### src/rtl/pipeline_ctrl_if.sv
// Control bundle between the hazard/fetch/memory side and the pipeline stall/flush controller.
interface pipeline_ctrl_if #(
    parameter int XLEN  = 32,
    parameter int CNT_W = 32
);
    logic             load_use_stall_i;
    logic             branch_taken_i;
    logic [XLEN-1:0]  redirect_pc_i;
    logic             imem_ready_i;
    logic             mem_busy_i;
    logic             perf_clr_i;
    logic             pc_we_o;
    logic             pc_redirect_o;
    logic [XLEN-1:0]  redirect_pc_o;
    logic             if_id_we_o;
    logic             id_ex_we_o;
    logic             ex_mem_we_o;
    logic             if_id_flush_o;
    logic             id_ex_flush_o;
    logic             mem_wb_flush_o;
    logic [CNT_W-1:0] stall_cnt_o;
    logic [CNT_W-1:0] flush_cnt_o;

    modport master (
        output load_use_stall_i, branch_taken_i, redirect_pc_i, imem_ready_i,
               mem_busy_i, perf_clr_i,
        input  pc_we_o, pc_redirect_o, redirect_pc_o, if_id_we_o, id_ex_we_o,
               ex_mem_we_o, if_id_flush_o, id_ex_flush_o, mem_wb_flush_o,
               stall_cnt_o, flush_cnt_o
    );

    modport slave (
        input  load_use_stall_i, branch_taken_i, redirect_pc_i, imem_ready_i,
               mem_busy_i, perf_clr_i,
        output pc_we_o, pc_redirect_o, redirect_pc_o, if_id_we_o, id_ex_we_o,
               ex_mem_we_o, if_id_flush_o, id_ex_flush_o, mem_wb_flush_o,
               stall_cnt_o, flush_cnt_o
    );
endinterface

### src/rtl/pipeline_ctrl.sv
// Stall/flush responder for the 5-stage rv32 pipeline: zero-latency enables/flushes,
// a RUN/KILL_PEND FSM for redirects racing an outstanding fetch, and perf counters.
module pipeline_ctrl #(
    parameter int XLEN  = 32,
    parameter int CNT_W = 32
) (
    input  logic            clk_i,
    input  logic            rst_ni,
    pipeline_ctrl_if.slave  ctl
);
    typedef enum logic {RUN, KILL_PEND} state_t;

    state_t           state_q, state_d;
    logic [XLEN-1:0]  tgt_q, tgt_d;
    logic [CNT_W-1:0] stall_cnt_q, flush_cnt_q;
    logic             flush_acc;

    always_ff @(posedge clk_i or negedge rst_ni) begin
        if (!rst_ni) begin
            state_q <= RUN;
            tgt_q   <= '0;
        end else begin
            state_q <= state_d;
            tgt_q   <= tgt_d;
        end
    end

    always_comb begin
        state_d            = state_q;
        tgt_d              = tgt_q;
        flush_acc          = 1'b0;
        ctl.pc_we_o        = 1'b1;
        ctl.pc_redirect_o  = 1'b0;
        ctl.redirect_pc_o  = ctl.redirect_pc_i;
        ctl.if_id_we_o     = 1'b1;
        ctl.id_ex_we_o     = 1'b1;
        ctl.ex_mem_we_o    = 1'b1;
        ctl.if_id_flush_o  = 1'b0;
        ctl.id_ex_flush_o  = 1'b0;
        ctl.mem_wb_flush_o = 1'b0;
        case (state_q)
            RUN: begin
                if (ctl.mem_busy_i) begin
                    // EX is frozen and keeps presenting its branch; it is taken once memory frees up
                    ctl.pc_we_o        = 1'b0;
                    ctl.if_id_we_o     = 1'b0;
                    ctl.id_ex_we_o     = 1'b0;
                    ctl.ex_mem_we_o    = 1'b0;
                    ctl.mem_wb_flush_o = 1'b1;
                end else if (ctl.branch_taken_i && ctl.imem_ready_i) begin
                    ctl.pc_redirect_o = 1'b1;
                    ctl.if_id_flush_o = 1'b1;
                    ctl.id_ex_flush_o = 1'b1;
                    flush_acc         = 1'b1;
                end else if (ctl.branch_taken_i) begin
                    // Fetch still in flight: park the target until the stale response lands
                    ctl.pc_we_o       = 1'b0;
                    ctl.if_id_flush_o = 1'b1;
                    ctl.id_ex_flush_o = 1'b1;
                    tgt_d             = ctl.redirect_pc_i;
                    state_d           = KILL_PEND;
                    flush_acc         = 1'b1;
                end else if (ctl.load_use_stall_i) begin
                    ctl.pc_we_o       = 1'b0;
                    ctl.if_id_we_o    = 1'b0;
                    ctl.id_ex_flush_o = 1'b1;
                end else if (!ctl.imem_ready_i) begin
                    ctl.pc_we_o       = 1'b0;
                    ctl.if_id_flush_o = 1'b1;
                end
            end
            KILL_PEND: begin
                ctl.pc_redirect_o  = 1'b1;
                ctl.redirect_pc_o  = tgt_q;
                ctl.if_id_flush_o  = 1'b1;
                ctl.ex_mem_we_o    = !ctl.mem_busy_i;
                ctl.mem_wb_flush_o = ctl.mem_busy_i;
                ctl.pc_we_o        = ctl.imem_ready_i;
                if (ctl.imem_ready_i) state_d = RUN;
            end
            default: state_d = RUN;
        endcase
    end

    // Clear wins over a same-cycle increment; both counters wrap naturally
    always_ff @(posedge clk_i or negedge rst_ni) begin
        if (!rst_ni) begin
            stall_cnt_q <= '0;
            flush_cnt_q <= '0;
        end else if (ctl.perf_clr_i) begin
            stall_cnt_q <= '0;
            flush_cnt_q <= '0;
        end else begin
            if (!ctl.pc_we_o) stall_cnt_q <= stall_cnt_q + CNT_W'(1);
            if (flush_acc)    flush_cnt_q <= flush_cnt_q + CNT_W'(1);
        end
    end

    assign ctl.stall_cnt_o = stall_cnt_q;
    assign ctl.flush_cnt_o = flush_cnt_q;
endmodule

### src/flat_wrapper.sv
// flat-port wrapper written by rule: the top's interface ports become plain ports
module pipeline_ctrl_flat 
#(
    parameter int XLEN  = 32,
    parameter int CNT_W = 32
)
  (clk_i, rst_ni, ctl_load_use_stall_i, ctl_branch_taken_i, ctl_redirect_pc_i, ctl_imem_ready_i, ctl_mem_busy_i, ctl_perf_clr_i, ctl_pc_we_o, ctl_pc_redirect_o, ctl_redirect_pc_o, ctl_if_id_we_o, ctl_id_ex_we_o, ctl_ex_mem_we_o, ctl_if_id_flush_o, ctl_id_ex_flush_o, ctl_mem_wb_flush_o, ctl_stall_cnt_o, ctl_flush_cnt_o);
  pipeline_ctrl_if #(.XLEN(XLEN), .CNT_W(CNT_W)) ctl_i ();
  input  logic clk_i;
  input  logic rst_ni;
  input wire logic [$bits(ctl_i.load_use_stall_i)-1:0] ctl_load_use_stall_i;
  input wire logic [$bits(ctl_i.branch_taken_i)-1:0] ctl_branch_taken_i;
  input wire logic [$bits(ctl_i.redirect_pc_i)-1:0] ctl_redirect_pc_i;
  input wire logic [$bits(ctl_i.imem_ready_i)-1:0] ctl_imem_ready_i;
  input wire logic [$bits(ctl_i.mem_busy_i)-1:0] ctl_mem_busy_i;
  input wire logic [$bits(ctl_i.perf_clr_i)-1:0] ctl_perf_clr_i;
  output wire logic [$bits(ctl_i.pc_we_o)-1:0] ctl_pc_we_o;
  output wire logic [$bits(ctl_i.pc_redirect_o)-1:0] ctl_pc_redirect_o;
  output wire logic [$bits(ctl_i.redirect_pc_o)-1:0] ctl_redirect_pc_o;
  output wire logic [$bits(ctl_i.if_id_we_o)-1:0] ctl_if_id_we_o;
  output wire logic [$bits(ctl_i.id_ex_we_o)-1:0] ctl_id_ex_we_o;
  output wire logic [$bits(ctl_i.ex_mem_we_o)-1:0] ctl_ex_mem_we_o;
  output wire logic [$bits(ctl_i.if_id_flush_o)-1:0] ctl_if_id_flush_o;
  output wire logic [$bits(ctl_i.id_ex_flush_o)-1:0] ctl_id_ex_flush_o;
  output wire logic [$bits(ctl_i.mem_wb_flush_o)-1:0] ctl_mem_wb_flush_o;
  output wire logic [$bits(ctl_i.stall_cnt_o)-1:0] ctl_stall_cnt_o;
  output wire logic [$bits(ctl_i.flush_cnt_o)-1:0] ctl_flush_cnt_o;
  assign ctl_i.load_use_stall_i = ctl_load_use_stall_i;
  assign ctl_i.branch_taken_i = ctl_branch_taken_i;
  assign ctl_i.redirect_pc_i = ctl_redirect_pc_i;
  assign ctl_i.imem_ready_i = ctl_imem_ready_i;
  assign ctl_i.mem_busy_i = ctl_mem_busy_i;
  assign ctl_i.perf_clr_i = ctl_perf_clr_i;
  assign ctl_pc_we_o = ctl_i.pc_we_o;
  assign ctl_pc_redirect_o = ctl_i.pc_redirect_o;
  assign ctl_redirect_pc_o = ctl_i.redirect_pc_o;
  assign ctl_if_id_we_o = ctl_i.if_id_we_o;
  assign ctl_id_ex_we_o = ctl_i.id_ex_we_o;
  assign ctl_ex_mem_we_o = ctl_i.ex_mem_we_o;
  assign ctl_if_id_flush_o = ctl_i.if_id_flush_o;
  assign ctl_id_ex_flush_o = ctl_i.id_ex_flush_o;
  assign ctl_mem_wb_flush_o = ctl_i.mem_wb_flush_o;
  assign ctl_stall_cnt_o = ctl_i.stall_cnt_o;
  assign ctl_flush_cnt_o = ctl_i.flush_cnt_o;
  pipeline_ctrl #(.XLEN(XLEN), .CNT_W(CNT_W)) u_core (.clk_i(clk_i), .rst_ni(rst_ni), .ctl(ctl_i));
endmodule
### config.mk
export PLATFORM = sky130hd
export DESIGN_NAME = pipeline_ctrl_flat
export DESIGN_NICKNAME = d
export VERILOG_FILES = /design/src/rtl/pipeline_ctrl_if.sv /design/src/rtl/pipeline_ctrl.sv /design/src/flat_wrapper.sv
export SDC_FILE = /design/constraint.sdc
export NUM_CORES = 1
export LEC_CHECK = 0
export BUFFER_PORTS_ARGS = -buffer_cell sky130_fd_sc_hd__buf_4
export CORE_MARGIN = 8
export CORE_UTILIZATION = 48
export DETAILED_ROUTE_END_ITERATION = 10
export PLACE_DENSITY = 0.77
export RECOVER_POWER = 25
export SLEW_MARGIN = 5
export SYNTH_ARGS = -nofsm -noshare
export SYNTH_HDL_FRONTEND = slang
export SYNTH_SLANG_ARGS = --single-unit
### constraint.sdc
create_clock -name clk_i -period 2.2 [get_ports clk_i]
set_input_delay 0.22 -clock clk_i [delete_from_list [all_inputs] [get_ports clk_i]]
set_output_delay 0.22 -clock clk_i [all_outputs]
set_load 0.02 [all_outputs]
==> results of run 1 <==
[per-stage QoR]
stage               hold WS (ns)  total power [W]
finish                    0.0902          0.00393
global route              0.0661          0.00411
CTS                       0.0704          0.00397
detailed placement         0.259          0.00275
global placement           0.256          0.00272
floorplan                -0.0756          0.00243
[synthesized netlist by cell type, types with 5 or more instances]
cell,count
nor2b_1,16
buf_2,5
and2_1,5
or3_1,8
inv_1,10
xnor2_1,9
or4_1,21
mux2_2,79
o31ai_1,21
nand2_1,22
nor4_1,15
dfrtp_1,97
o21ai_0,8
a21oi_1,31
nand3_1,16
nand4_1,18
nor2_1,37
and4_1,14
clkbuf_1,24
xor2_1,7
and3_1,6
[timing repair]
| action | 4_1_cts | 5_1_grt |
|---|---|---|
| hold buffers | 1 | 0 |
| gates resized for setup | 2 | 7 |
| setup endpoints to repair | 4 | 17 |
| endpoints found under the hold margin | 42 | 0 |
| setup buffers | 0 | 0 |
| gates cloned | 0 | 1 |
| pin swaps | 0 | 1 |
[final cells by class]
cell class | count | area, sq um | area share (%)
Clock buffer | 10 | 138 | 2.02
Timing Repair Buffer | 168 | 1280 | 18.8
Clock inverter | 6 | 65.1 | 0.953
Multi-Input combinational cell | 365 | 2700 | 39.6
Tap cell | 140 | 175 | 2.57
Sequential cell | 97 | 2430 | 35.5
Inverter | 10 | 37.5 | 0.550
[worst max-delay path, cell delays in order, from the launching register on]
cell and delay, ns:
dfrtp_1 0.39, or3b_4 0.43, a311o_2 0.51, nor4_1 0.33
mux2_2 0.37
[cell families (layout without fill, tap and decap cells)]
logic type / count (synthesis) / in the layout / synth area share [%]
AND/OR/NAND/NOR: 191 / 191 / 21.0
flip-flops: 97 / 97 / 46.2
multiplexers: 80 / 80 / 17.1
AO/OA/AOI/OAI: 75 / 76 / 9.13
buffers and inverters: 44 / 194 / 3.34
XOR/XNOR: 16 / 16 / 2.67
adder cells (fa/ha/maj): 2 / 2 / 0.476
[worst min-delay path by stage]
stage	endpoint	start	depth (start not counted)	slack [ns]
after floorplan	u_core.ctl.flush_cnt_o[0]$_DFFE_PN0P_	rst_ni	0	-0.08
after detailed placement	u_core.ctl.flush_cnt_o[30]$_DFFE_PN0P_	rst_ni	1	0.26
after CTS	u_core.tgt_q[18]$_DFFE_PN0P_	ctl_redirect_pc_i[18]	2	0.07
after global routing	u_core.tgt_q[31]$_DFFE_PN0P_	ctl_redirect_pc_i[31]	2	0.07
final	u_core.tgt_q[18]$_DFFE_PN0P_	ctl_redirect_pc_i[18]	2	0.09
after global placement	u_core.ctl.flush_cnt_o[28]$_DFFE_PN0P_	rst_ni	1	0.26
[state kept, by name (all words and copies together) (netlist names)]
| signal | flops |
|---|---|
| u_core.ctl.stall_cnt_o | 32 |
| u_core.state_q | 1 |
| u_core.ctl.flush_cnt_o | 32 |
| u_core.tgt_q | 32 |
[per-layer routing]
layer / up-vias / global-route usage (%)
met2: 180 / 31.1
met5: - / 0
met4: 0 / 6.01
li1: 2164 / -
met1: 2295 / 23.6
met3: 10 / 7.51
[power groups by stage]
stage / clock network, W / registers (W) / logic, W
2_1_floorplan: 0 / 0.00202 / 0.000407
3_3_place_gp: 0 / 0.00202 / 0.000701
3_5_place_dp: 0 / 0.00203 / 0.000722
4_1_cts: 0.00124 / 0.00200 / 0.000727
5_1_grt: 0.00132 / 0.00201 / 0.000775
6_report: 0.00121 / 0.00200 / 0.000716
==> metrics.cfg, run 1 <==
[setup_path]
cp-endpoint = u_core.ctl.stall_cnt_o[27]$_DFFE_PN0P_
rr_startpoint = u_core.state_q$_DFF_PN0_
cp-end-kind = register
critPathRequiredTime_ns = 2.46
worstSetupPathType = register to register
cp_max_fo = 8
critPathArrivalTime_ns = 2.40
start_kind = register
r2r_slack_ns = 0.06
r2r_end = u_core.ctl.stall_cnt_o[27]$_DFFE_PN0P_
r2r_cells = 4
critPathLaunch = u_core.state_q$_DFF_PN0_

[placed_design]
place_area_sq_mm = 0.00658
place_congestion = 0.821
place_inst = 778
hpwlAfterDp_um = 10400
pre_cts_ws_ns = -0.0158
io_buffers = 142

[power_and_ir_drop]
share_seq_of_total_power_pct = 50.8
p_leak_nw = 2.97
p_per_area_mw_per_mm2 = 575
p_int_w = 0.00284
clockPowerShare_pct = 30.9
p_comb_share_pct = 18.2
swShare_pct = 27.7
power_switching_w = 0.00109
ir_drop_mv = 0.449

[yosys]
synth_edf_count = 0
syn_area_sq_mm = 0.00525
syn-num-nets = 546
synth_cells = 505
avgSynthCellArea_sq_um = 10.4
yosysTopAreaCellShare_pct = 46.2
synth_area_leader_cell = dfrtp_1
async_flop_share_pct = 100
ys_types = 41
ys_ff_latch = 97
netlist_top_cells_area = dfrtp_1 46%, mux2_2 17%, o31ai_1 3.0%, or4_1 3.0%, a21oi_1 3.0%
synthFlopType = dfrtp_1
ys_seq_area_share_pct = 46.2
yosys_warnings = 0

[drt]
wl_per_cell_um = 18.3
firstDrtPassIters = 6
maxUsedRoutingLayer = met4
route.met2.wl_um = 7000
drc = 0
drtIter0Drc = 440
wl_um = 14500
m1WireLength_um = 6000
routed_via_density = 5.84
dr_wl_met3_um = 1420
vias = 4649
drtAntennaViolNets = 0

[sta]
min_period_over_period_pct = 97.1
max_freq_ghz = 0.468
tns_ns = 0
fin_ws_ns = 0.0632
maxSlewHeadroom_pct = 26.6
setup_viol = 0
finalHoldViolCount = 0
finalCriticalPeriod_ns = 2.14
maxSlewViolCount = 0
skew_ns = 0.0109
tightestPinTransition_ns = 1.10

[cts]
cts_max_level = 3
clock_latency_ns = 0.36
cts.sinks = 97
cts_buffers = 9
clockRootBuffer = clkbuf_8
clk_pin_slew_ns = 0.10
ctsLongestPathBuffers = 2
cts_tree = built

[cells_and_area]
fill_cells = 897
layout.nets = 692
syn2layout_area_growth_pct = 30.0
diodes = 0
final_common_cell = buf_4
design_area_sq_mm = 0.00683
drive_gt1_share_pct = 41.9
utilization_pct = 63.6
layout_common_cells = 162 x buf_4, 97 x dfrtp_1, 79 x mux2_2
stdcell_count = 796

[global_routing]
antenna_found_initial = 0
grt_pass1_vias = 4706
grt_max_degree = 70
gr-total-overflow = 0
gr-usage-all-layers_pct = 19.4
grt_pass1_wl_um = 23300

[floorplan]
rows = 38
dieArea_sq_mm = 0.0145
ios = 143
initial_core_util_pct = 48.9
die_h_um = 121
core_sq_mm = 0.0107
dieWidth_um = 121

[worst_hold_path]
worstHoldPathType = primary input to register

[status]
outcome = finished, final reports clean

[job]
drv_cap = 0

(Power assumes the default switching activity.)
==> run 2: changes to the inputs <==
--- a/config.mk
+++ b/config.mk
@@ -11,6 +11,7 @@
 export DETAILED_ROUTE_END_ITERATION = 10
 export PLACE_DENSITY = 0.77
 export RECOVER_POWER = 25
+export SETUP_SLACK_MARGIN = 0.4
 export SLEW_MARGIN = 5
 export SYNTH_ARGS = -nofsm -noshare
 export SYNTH_HDL_FRONTEND = slang
==> metrics.cfg, run 2 (synthesis gave the netlist of run 1 again) <==
[status]
outcome = finished, final reports clean

[global_routing]
grt_max_degree = 56
grt_pass1_wl_um = 25000
gr-usage-all-layers_pct = 21.3
antenna_found_initial = 0
grt_pass1_vias = 4950
gr-total-overflow = 0

[cells_and_area]
layout_common_cells = 136 x buf_4, 89 x dfrtp_1, 68 x mux2_2
seqCellArea_sq_mm = 0.00244
diodes = 0
fill_cells = 780
syn2layout_area_growth_pct = 47.8
stdcell_count = 816
drive_gt1_share_pct = 51.5
layout.nets = 712
utilization_pct = 72.2
final_common_cell = buf_4
multi_input_area_sq_mm = 0.00312
design_area_sq_mm = 0.00776

[floorplan]
core_sq_mm = 0.0107
die_h_um = 121
dieWidth_um = 121
dieArea_sq_mm = 0.0145
rows = 38
initial_core_util_pct = 48.9
ios = 143

[sta]
maxSlewViolCount = 0
setup_viol = 0
tightestPinTransition_ns = 0.810
maxSlewHeadroom_pct = 46.0
tns_ns = 0
max_freq_ghz = 0.494
finalHoldViolCount = 0
skew_ns = 0.00941
fin_ws_ns = 0.178
min_period_over_period_pct = 91.9
finalCriticalPeriod_ns = 2.02
rsz0062_at_grt = true

[cts]
clock_latency_ns = 0.37
ctsLongestPathBuffers = 2
clockRootBuffer = clkbuf_8
cts_tree = built
cts_buffers = 9
cts.sinks = 97
clk_pin_slew_ns = 0.09
cts_max_level = 3

[setup_path]
r2r_cells = 5
cp_max_fo = 21
cp-end-kind = register
critPathRequiredTime_ns = 2.46
critPathArrivalTime_ns = 2.28
worstSetupPathType = register to register
start_kind = register

[drt]
drtAntennaViolNets = 0
routed_via_density = 5.81
dr_wl_met3_um = 1310
maxUsedRoutingLayer = met4
wl_um = 16300
drtIter0Drc = 335
wl_per_cell_um = 20.0
route.met2.wl_um = 8200
firstDrtPassIters = 4
m1WireLength_um = 6590
drc = 0
vias = 4740

[placed_design]
place_area_sq_mm = 0.00664
place_inst = 772
pre_cts_ws_ns = 0.0912
place_congestion = 0.824
io_buffers = 142
hpwlAfterDp_um = 10200

[power_and_ir_drop]
p_per_area_mw_per_mm2 = 566
p_leak_nw = 3.38
ir_drop_mv = 0.448

[job]
drv_cap = 0

[worst_hold_path]
hold_path_depth = 2
worstHoldPathType = primary input to register

==> run 2: report_power, final <==
group          switching, W  internal (W)  leakage [nW]  total [W]
clock network      0.000641      0.000867         0.130    0.00151
logic              0.000409      0.000465          1.97   0.000875
registers         0.0000872       0.00192          1.27    0.00201
==> run 2: worst max-delay path: stages (launching register included) <==
cell and delay [ns]:
dfrtp_2 0.44, or3b_4 0.39, a311o_1 0.32, buf_12 0.17, nor3_1 0.21, mux2_2 0.37
==> run 2: layout make-up <==
| type | count | area share [%] |
|---|---|---|
| clock buffer | 10 | 1.64 |
| clock inverter | 6 | 1.68 |
| inverter | 10 | 0.484 |
| multi-input combinational | 364 | 40.3 |
| sequential | 97 | 31.4 |
| tap | 140 | 2.26 |
| timing repair buffer | 189 | 22.3 |
==> run 2: metal layers <==
metal	global-route usage (%)	up-vias
met3	6.85	18
met1	25.4	2353
li1	-	2210
met4	8.90	0
met5	0	-
met2	34.9	159
==> run 2: stage by stage <==
step	hold WS, ns	power (W)
after floorplan	-0.0756	0.00244
after global placement	0.189	0.00272
after detailed placement	0.199	0.00275
after CTS	0.0733	0.00431
after global routing	0.0723	0.00455
final	0.0855	0.00439
==> run 2: worst paths after layout <==
path	startpoint	to	slack [ns]
worst max register to register	u_core.state_q$_DFF_PN0_	u_core.ctl.stall_cnt_o[25]$_DFFE_PN0P_	0.18
min in group asynchronous	rst_ni	u_core.ctl.flush_cnt_o[26]$_DFFE_PN0P_	0.46
worst min-delay path	ctl_redirect_pc_i[21]	u_core.tgt_q[21]$_DFFE_PN0P_	0.09
worst min register to register	u_core.tgt_q[1]$_DFFE_PN0P_	u_core.tgt_q[1]$_DFFE_PN0P_	0.51
max in group asynchronous	rst_ni	u_core.state_q$_DFF_PN0_	0.52
worst max-delay path	u_core.state_q$_DFF_PN0_	u_core.ctl.stall_cnt_o[25]$_DFFE_PN0P_	0.18
==> run 2: what timing repair did <==
| item | CTS | global route |
|---|---|---|
| resized for setup | 49 | 79 |
| setup endpoints to repair | 108 | 113 |
| buffers inserted | 12 | 6 |
| hold endpoints to repair | 29 | 0 |
| hold buffers | 1 | 0 |
| cloned | 7 | 2 |
| pin swaps | 10 | 16 |
